### src/rtl/cmos_size_cfg.sv
// -----------------------------------------------------------------------------
// cmos_size_cfg
//
// Frame-synchronous camera size configuration. The LCD panel ID and a scale
// mode select the CMOS active window (h x v), the sensor HTS/VTS totals and
// the SDRAM frame depth (h * v, computed by a serial shift-add multiplier).
// A freshly computed set is committed to the outputs all at once, and only
// on a frame boundary once a first set exists. The sensor configuration and
// the SDRAM controller therefore never see a mix of two sets.
//
// Ports
//   clk, rst_n        clock, synchronous active-low reset
//   lcd_id            panel ID, sampled when lcd_id_vld = 1
//   lcd_id_vld        1-cycle pulse requesting a recompute for lcd_id
//   scale_mode        00 full, 01 half, 10 quarter, 11 full
//   frame_start       1-cycle pulse at the CMOS vsync edge
//   cmos_h_pixel      committed active width (scaled)
//   cmos_v_pixel      committed active height (scaled)
//   total_h_pixel     committed HTS (unscaled)
//   total_v_pixel     committed VTS (unscaled)
//   sdram_max_addr    committed h * v, saturated to all ones
//   cfg_valid         sticky flag: at least one set has been committed
//   cfg_update        1-cycle pulse in the commit cycle
//   id_known          committed set came from a table hit
//   busy              a computation or commit is in progress
// -----------------------------------------------------------------------------
module cmos_size_cfg #(
    parameter int PIX_W  = 13,
    parameter int ADDR_W = 24,
    parameter int DEF_H  = 800,
    parameter int DEF_V  = 480,
    parameter int DEF_HT = 1800,
    parameter int DEF_VT = 1000
) (
    input  logic              clk,
    input  logic              rst_n,
    input  logic [15:0]       lcd_id,
    input  logic              lcd_id_vld,
    input  logic [1:0]        scale_mode,
    input  logic              frame_start,
    output logic [PIX_W-1:0]  cmos_h_pixel,
    output logic [PIX_W-1:0]  cmos_v_pixel,
    output logic [PIX_W-1:0]  total_h_pixel,
    output logic [PIX_W-1:0]  total_v_pixel,
    output logic [ADDR_W-1:0] sdram_max_addr,
    output logic              cfg_valid,
    output logic              cfg_update,
    output logic              id_known,
    output logic              busy
);

    localparam int ACC_W = 2 * PIX_W;
    localparam int CNT_W = (PIX_W > 1) ? $clog2(PIX_W) : 1;

    typedef enum logic [2:0] {
        S_IDLE,
        S_LOOKUP,
        S_MUL,
        S_WAIT_FRAME,
        S_COMMIT
    } state_t;

    state_t state_q, state_d;

    // Request capture
    logic [1:0]  mode_q;
    logic [15:0] id_s_q;
    logic [1:0]  mode_s_q;
    logic        req;

    // Staging set (built in LOOKUP, copied to outputs on commit)
    logic [PIX_W-1:0] h_s_q, v_s_q, ht_s_q, vt_s_q;
    logic             known_s_q;

    // Serial multiplier
    logic [PIX_W-1:0] mplier_q;
    logic [ACC_W-1:0] mcand_q;
    logic [ACC_W-1:0] acc_q, acc_d;
    logic [CNT_W-1:0] cnt_q;
    logic             mul_last;

    // Committed outputs
    logic [PIX_W-1:0]  cmos_h_q, cmos_v_q, total_h_q, total_v_q;
    logic [ADDR_W-1:0] max_addr_q;
    logic              cfg_valid_q, id_known_q;

    // Table lookup and scaling
    logic [PIX_W-1:0] lk_h, lk_v, lk_ht, lk_vt;
    logic [PIX_W-1:0] sc_h, sc_v;
    logic             lk_known;
    logic [ADDR_W-1:0] addr_sat;

    // A mode change only counts as a request once a set exists; before that
    // the pending first computation simply picks up the mode captured with
    // the ID.
    assign req      = lcd_id_vld | (cfg_valid_q & (scale_mode != mode_q));
    assign mul_last = (cnt_q == CNT_W'(PIX_W - 1));

    // NOTE: every signal assigned in an always_comb gets a default first, so
    // no path leaves it unassigned and no latch is inferred.
    always_comb begin
        lk_h     = PIX_W'(DEF_H);
        lk_v     = PIX_W'(DEF_V);
        lk_ht    = PIX_W'(DEF_HT);
        lk_vt    = PIX_W'(DEF_VT);
        lk_known = 1'b0;
        case (id_s_q)
            16'h4342: begin
                lk_h = PIX_W'(480);  lk_v = PIX_W'(272);
                lk_ht = PIX_W'(1800); lk_vt = PIX_W'(1000); lk_known = 1'b1;
            end
            16'h7084: begin
                lk_h = PIX_W'(800);  lk_v = PIX_W'(480);
                lk_ht = PIX_W'(1800); lk_vt = PIX_W'(1000); lk_known = 1'b1;
            end
            16'h7016: begin
                lk_h = PIX_W'(1024); lk_v = PIX_W'(600);
                lk_ht = PIX_W'(2200); lk_vt = PIX_W'(1000); lk_known = 1'b1;
            end
            16'h1018: begin
                lk_h = PIX_W'(1280); lk_v = PIX_W'(800);
                lk_ht = PIX_W'(2570); lk_vt = PIX_W'(980);  lk_known = 1'b1;
            end
            default: ;
        endcase
    end

    // Scaling truncates; totals stay unscaled because the sensor timing
    // does not change with the output window.
    always_comb begin
        sc_h = lk_h;
        sc_v = lk_v;
        case (mode_s_q)
            2'b01: begin
                sc_h = lk_h >> 1;
                sc_v = lk_v >> 1;
            end
            2'b10: begin
                sc_h = lk_h >> 2;
                sc_v = lk_v >> 2;
            end
            default: ;
        endcase
    end

    // One multiplier bit per MUL cycle, LSB first.
    always_comb begin
        acc_d = acc_q;
        if (state_q == S_MUL && mplier_q[0]) begin
            acc_d = acc_q + mcand_q;
        end
    end

    generate
        if (ACC_W > ADDR_W) begin : g_sat
            always_comb begin
                addr_sat = (|acc_d[ACC_W-1:ADDR_W]) ? '1 : acc_d[ADDR_W-1:0];
            end
        end else begin : g_nosat
            always_comb begin
                addr_sat = ADDR_W'(acc_d);
            end
        end
    endgenerate

    // Any request restarts the computation from LOOKUP, whatever the state,
    // so a stale set can never reach COMMIT. A request coinciding with
    // frame_start in WAIT_FRAME therefore wins over the commit.
    always_comb begin
        state_d = state_q;
        if (req) begin
            state_d = S_LOOKUP;
        end else begin
            case (state_q)
                S_IDLE:       state_d = S_IDLE;
                S_LOOKUP:     state_d = S_MUL;
                S_MUL:        if (mul_last) state_d = cfg_valid_q ? S_WAIT_FRAME : S_COMMIT;
                S_WAIT_FRAME: if (frame_start) state_d = S_COMMIT;
                S_COMMIT:     state_d = S_IDLE;
                default:      state_d = S_IDLE;
            endcase
        end
    end

    // NOTE: sequential state uses non-blocking assignments so every register
    // samples the pre-edge values of its inputs, independent of statement order.
    always_ff @(posedge clk) begin
        if (!rst_n) begin
            state_q    <= S_IDLE;
            mode_q     <= 2'b00;
            id_s_q     <= '0;
            mode_s_q   <= 2'b00;
            h_s_q      <= '0;
            v_s_q      <= '0;
            ht_s_q     <= '0;
            vt_s_q     <= '0;
            known_s_q  <= 1'b0;
            mplier_q   <= '0;
            mcand_q    <= '0;
            acc_q      <= '0;
            cnt_q      <= '0;
            cmos_h_q   <= '0;
            cmos_v_q   <= '0;
            total_h_q  <= '0;
            total_v_q  <= '0;
            max_addr_q <= '0;
            cfg_valid_q <= 1'b0;
            id_known_q <= 1'b0;
        end else begin
            state_q <= state_d;
            mode_q  <= scale_mode;

            // A mode-only request keeps the last captured ID.
            if (req) begin
                if (lcd_id_vld) id_s_q <= lcd_id;
                mode_s_q <= scale_mode;
            end

            if (state_q == S_LOOKUP) begin
                h_s_q     <= sc_h;
                v_s_q     <= sc_v;
                ht_s_q    <= lk_ht;
                vt_s_q    <= lk_vt;
                known_s_q <= lk_known;
                mplier_q  <= sc_h;
                mcand_q   <= ACC_W'(sc_v);
                acc_q     <= '0;
                cnt_q     <= '0;
            end

            if (state_q == S_MUL) begin
                acc_q    <= acc_d;
                mplier_q <= mplier_q >> 1;
                mcand_q  <= mcand_q << 1;
                cnt_q    <= cnt_q + 1'b1;
            end

            // Outputs load on the edge entering COMMIT, so the whole set and
            // cfg_update become visible in the same cycle. acc_d already
            // holds the final partial product when MUL goes straight here.
            if (state_d == S_COMMIT) begin
                cmos_h_q    <= h_s_q;
                cmos_v_q    <= v_s_q;
                total_h_q   <= ht_s_q;
                total_v_q   <= vt_s_q;
                max_addr_q  <= addr_sat;
                id_known_q  <= known_s_q;
                cfg_valid_q <= 1'b1;
            end
        end
    end

    assign cmos_h_pixel   = cmos_h_q;
    assign cmos_v_pixel   = cmos_v_q;
    assign total_h_pixel  = total_h_q;
    assign total_v_pixel  = total_v_q;
    assign sdram_max_addr = max_addr_q;
    assign cfg_valid      = cfg_valid_q;
    assign id_known       = id_known_q;
    assign cfg_update     = (state_q == S_COMMIT);
    assign busy           = (state_q != S_IDLE);

endmodule

### config.mk
export PLATFORM = sky130hd
export DESIGN_NAME = cmos_size_cfg
export DESIGN_NICKNAME = d
export VERILOG_FILES = /design/src/rtl/cmos_size_cfg.sv
export SDC_FILE = /design/constraint.sdc
export NUM_CORES = 1
export LEC_CHECK = 0
export BUFFER_PORTS_ARGS = -buffer_cell sky130_fd_sc_hd__clkbuf_2
export CORE_MARGIN = 2
export CORE_UTILIZATION = 45
export DETAILED_ROUTE_END_ITERATION = 8
export GPL_TIMING_DRIVEN = 1
export SYNTH_ARGS = -nofsm -noshare
export SYNTH_HDL_FRONTEND = slang
export SYNTH_SLANG_ARGS = --single-unit
### constraint.sdc
create_clock -name clk -period 3.7 [get_ports clk]
set_clock_uncertainty 0.05 [all_clocks]
set_input_delay 0.185 -clock clk [delete_from_list [all_inputs] [get_ports clk]]
set_output_delay 0.185 -clock clk [all_outputs]
set_load 0.02 [all_outputs]
==> results.md <==
* Status: complete, no violations
* Vias per inst at 5.345
* Final net count at 1060
* Slew Viols, Final at 0
* Share of cells above drive strength 1 at 13.82%
* Sequential cell fraction of total power at 46.3%
* Clock-pin slew on the worst setup and hold paths at 0.06 ns
* Drc violations at 0
* Core area at 0.01742 mm²
* RSZ-0062 raised after global routing: no
* Boundary pin count at 102
* Net Sw Power at 0.0008851 W
* Final ANT Viol Nets at 0
* Placed insts at 1197
* Die Ht at 137.9 µm
* Power Total at 0.003874 W
* Ant diodes at 0
* # rows at 48
* First-iteration detailed-routing DRC count at 382
* CTS tree: built
* Worst-Skew Late Latency at 0.43 ns
* Worst Path Required at 3.97 ns
* Rel. slew slack at 37.10%
* Maximum clock path buffer count at 2
* Full die area at 0.01902 mm²
* Share of flip-flops with an asynchronous set or reset at 0%
* Final period util at 88.64%
* Final setup fails at 0
* CTS Root Cell: clkbuf_16
* WP data arrival at 3.55 ns
* Final Instance Count excl. Fillers at 1245
* TritonRoute pass-1 iters at 4
* Vias in the first global route at 6061
* Die Width at 137.9 µm
* Setup TNS at 0 ns
* Global placement routability congestion at 0.9175
* Mapped Area at 0.008071 mm²
* Worst slew pin tran at 0.9412 ns
* Wire per inst at 15.08 µm
* H-Tree Depth at 4
* DR vias at 6654
* Remaining Overflow, GRT at 0
* First-pass GRT wire length at 31040 µm
* Num CTS Buffers at 17
* Ys flop type: dfxtp_1
* GRT Util Overall at 20.75%
* Sequential element share of the synthesized area at 39.93%
* Mean Syn Cell Area at 8.514 µm²
* Yosys warns at 0
* WL final at 18770 µm
* Post-route minimum period at 3.280 ns
* Area growth, synth to finish at 15.46%
* Port bufs at 82
* Clock power share at 47.7%
* IR drop worst, VDD at 0.3444 mV
* Switch share at 22.85%
* Post-synthesis register bit count at 161
* Largest net degree at the start of global routing at 97
* Crit-path max FO at 8
* Hold_ws at 0.07277 ns
* Syn Inst Count at 948
* Cell Int Power at 0.002989 W
* Initial antenna violation count at 0
* DPL Wire Length at 12850 µm
* Max cap viols at 0
* Post-synth EDFFs at 0
* Fmax achieved at 304.9 MHz
* Crit start category: flip-flop
* Leak pwr at 3.584 nW
* Critical path class: flip-flop to flip-flop
* Yosys cell types at 67
* TritonCTS Sinks at 161
* CP Capture Type: flip-flop
* Final Hold Fails at 0
* Initial cell density of the core at 46.34%
* Worst Hold Class: input port to flip-flop
* Comb pwr share at 6.1%
* PD cells at 415.7 mW/mm²
* PostCTS Resize Cnt at 0
## cells in the mapped netlist, types with 4 or more instances
cell,instances,area [µm²]
a21boi_0,63,473.0
a21o_1,5,37.54
a21oi_1,49,245.2
a22oi_1,50,375.4
a31oi_1,8,50.05
and2_1,8,50.05
and3_1,4,25.02
buf_1,9,33.78
buf_4,30,225.2
clkbuf_1,48,180.2
dfxtp_1,161,3223
ha_1,28,350.3
inv_1,15,56.30
mux2i_1,23,230.2
nand2_1,131,491.7
nand2b_1,7,43.79
nand3_1,15,75.07
nand4_1,8,50.05
nor2_1,42,157.7
nor2b_1,63,394.1
nor3_1,9,45.04
nor3b_1,4,30.03
o211ai_1,4,30.03
o21a_1,13,97.59
o21ai_0,62,310.3
o31a_1,8,70.07
o31ai_1,4,30.03
or3_1,7,43.79
xnor2_1,11,96.34
xor2_1,7,61.31
## power by group through the flow
stage	logic (W)	clock network, W	registers (W)
after global placement	0.000221	0	0.00183
after global routing	0.000262	0.00194	0.00180
after floorplan	0.000183	0	0.00182
final	0.000235	0.00185	0.00179
after CTS	0.000237	0.00188	0.00179
after detailed placement	0.000221	0	0.00183
## registers in the layout, indices dropped and copies added (netlist names)
name            count
acc_q              25
mcand_q            25
sdram_max_addr     24
id_s_q             16
mplier_q           11
cmos_v_pixel        9
v_s_q               9
cmos_h_pixel        7
h_s_q               7
cnt_q               4
ht_s_q              4
total_h_pixel       4
state_q             3
total_v_pixel       3
vt_s_q              3
mode_q              2
mode_s_q            2
cfg_valid           1
id_known            1
known_s_q           1
## stage by stage
step | util [%] | area (µm²) | setup WS, ns
after CTS | 53.51 | 9319 | 0.4201
after global routing | 53.51 | 9319 | 0.2468
after detailed placement | 48.96 | 8527 | 0.4302
after global placement | 48.96 | 8527 | 0.4800
final | 53.51 | 9319 | 0.4204
after floorplan | - | 8139 | 0.6475
## metal layers
metal | routed length, µm | vias up | global-route usage [%]
li1 | - | 3428 | -
met4 | 286 | 0 | 7.256
met1 | 9732 | 3085 | 30.04
met5 | 0 | - | 0
met3 | 660 | 20 | 3.545
met2 | 8094 | 121 | 31.05
## worst max-delay path, cell delays in order, from the launching register on
cell and delay [ns]:
dfxtp_1 0.32, ha_1 0.20, inv_1 0.07, fa_1 0.19, nand2b_1 0.16, a21o_1 0.17, a21oi_2 0.09, o311a_4 0.39
or4_4 0.52, a31o_4 0.28, a211o_4 0.42, o31a_1 0.29
## final cells by class
cell class                 instances  area [µm²]
clock buffer                      18       429.2
clock inverter                    12       182.7
fill                            1711        8098
inverter                          15       56.30
multi-input combinational        702        4438
sequential                       161        3223
tap                              225       281.5
timing repair buffer             112       708.2
## cell usage in the layout (no fill, tap or decap), types with 9 or more instances in the layout
cell and count:
dfxtp_1 161, nand2_1 131, clkbuf_2 81, a21boi_0 63
o21ai_0 62, nor2b_1 62, a22oi_1 50, a21oi_1 49
nor2_1 40, ha_1 28, mux2i_1 23, conb_1 19
dlygate4sd3_1 18, clkbuf_16 17, inv_1 15, nand3_1 15
o21a_1 13, xnor2_1 11, buf_4 11, nor3_1 9
## path summary, 6_finish.rpt
path	start	endpoint	slack (ns)	depth (start not counted)
max	mcand_q[1]	sdram_max_addr[8]	0.42	11
max reg2reg	mcand_q[1]	sdram_max_addr[8]	0.42	11
min reg2reg	cmos_h_pixel[5]	cmos_h_pixel[5]	0.41	2
min	frame_start	state_q[0]	0.07	4
## what timing repair did
action,4_1_cts,5_1_grt
endpoints found under the hold margin,18,0
hold buffers,18,0
setup buffers,0,0
## cell families (layout without fill, tap and decap cells)
family / Yosys count / after routing / share of synthesized area (%)
mux: 24 / 24 / 2.992
other cells: 1 / 19 / 0.04646
compound gates: 292 / 292 / 24.51
fa+ha+maj: 29 / 29 / 4.588
xor+xnor: 18 / 18 / 1.953
buf+inv: 103 / 157 / 6.200
flops: 161 / 161 / 39.93
simple gates: 320 / 320 / 19.78
(Power assumes the default switching activity.)
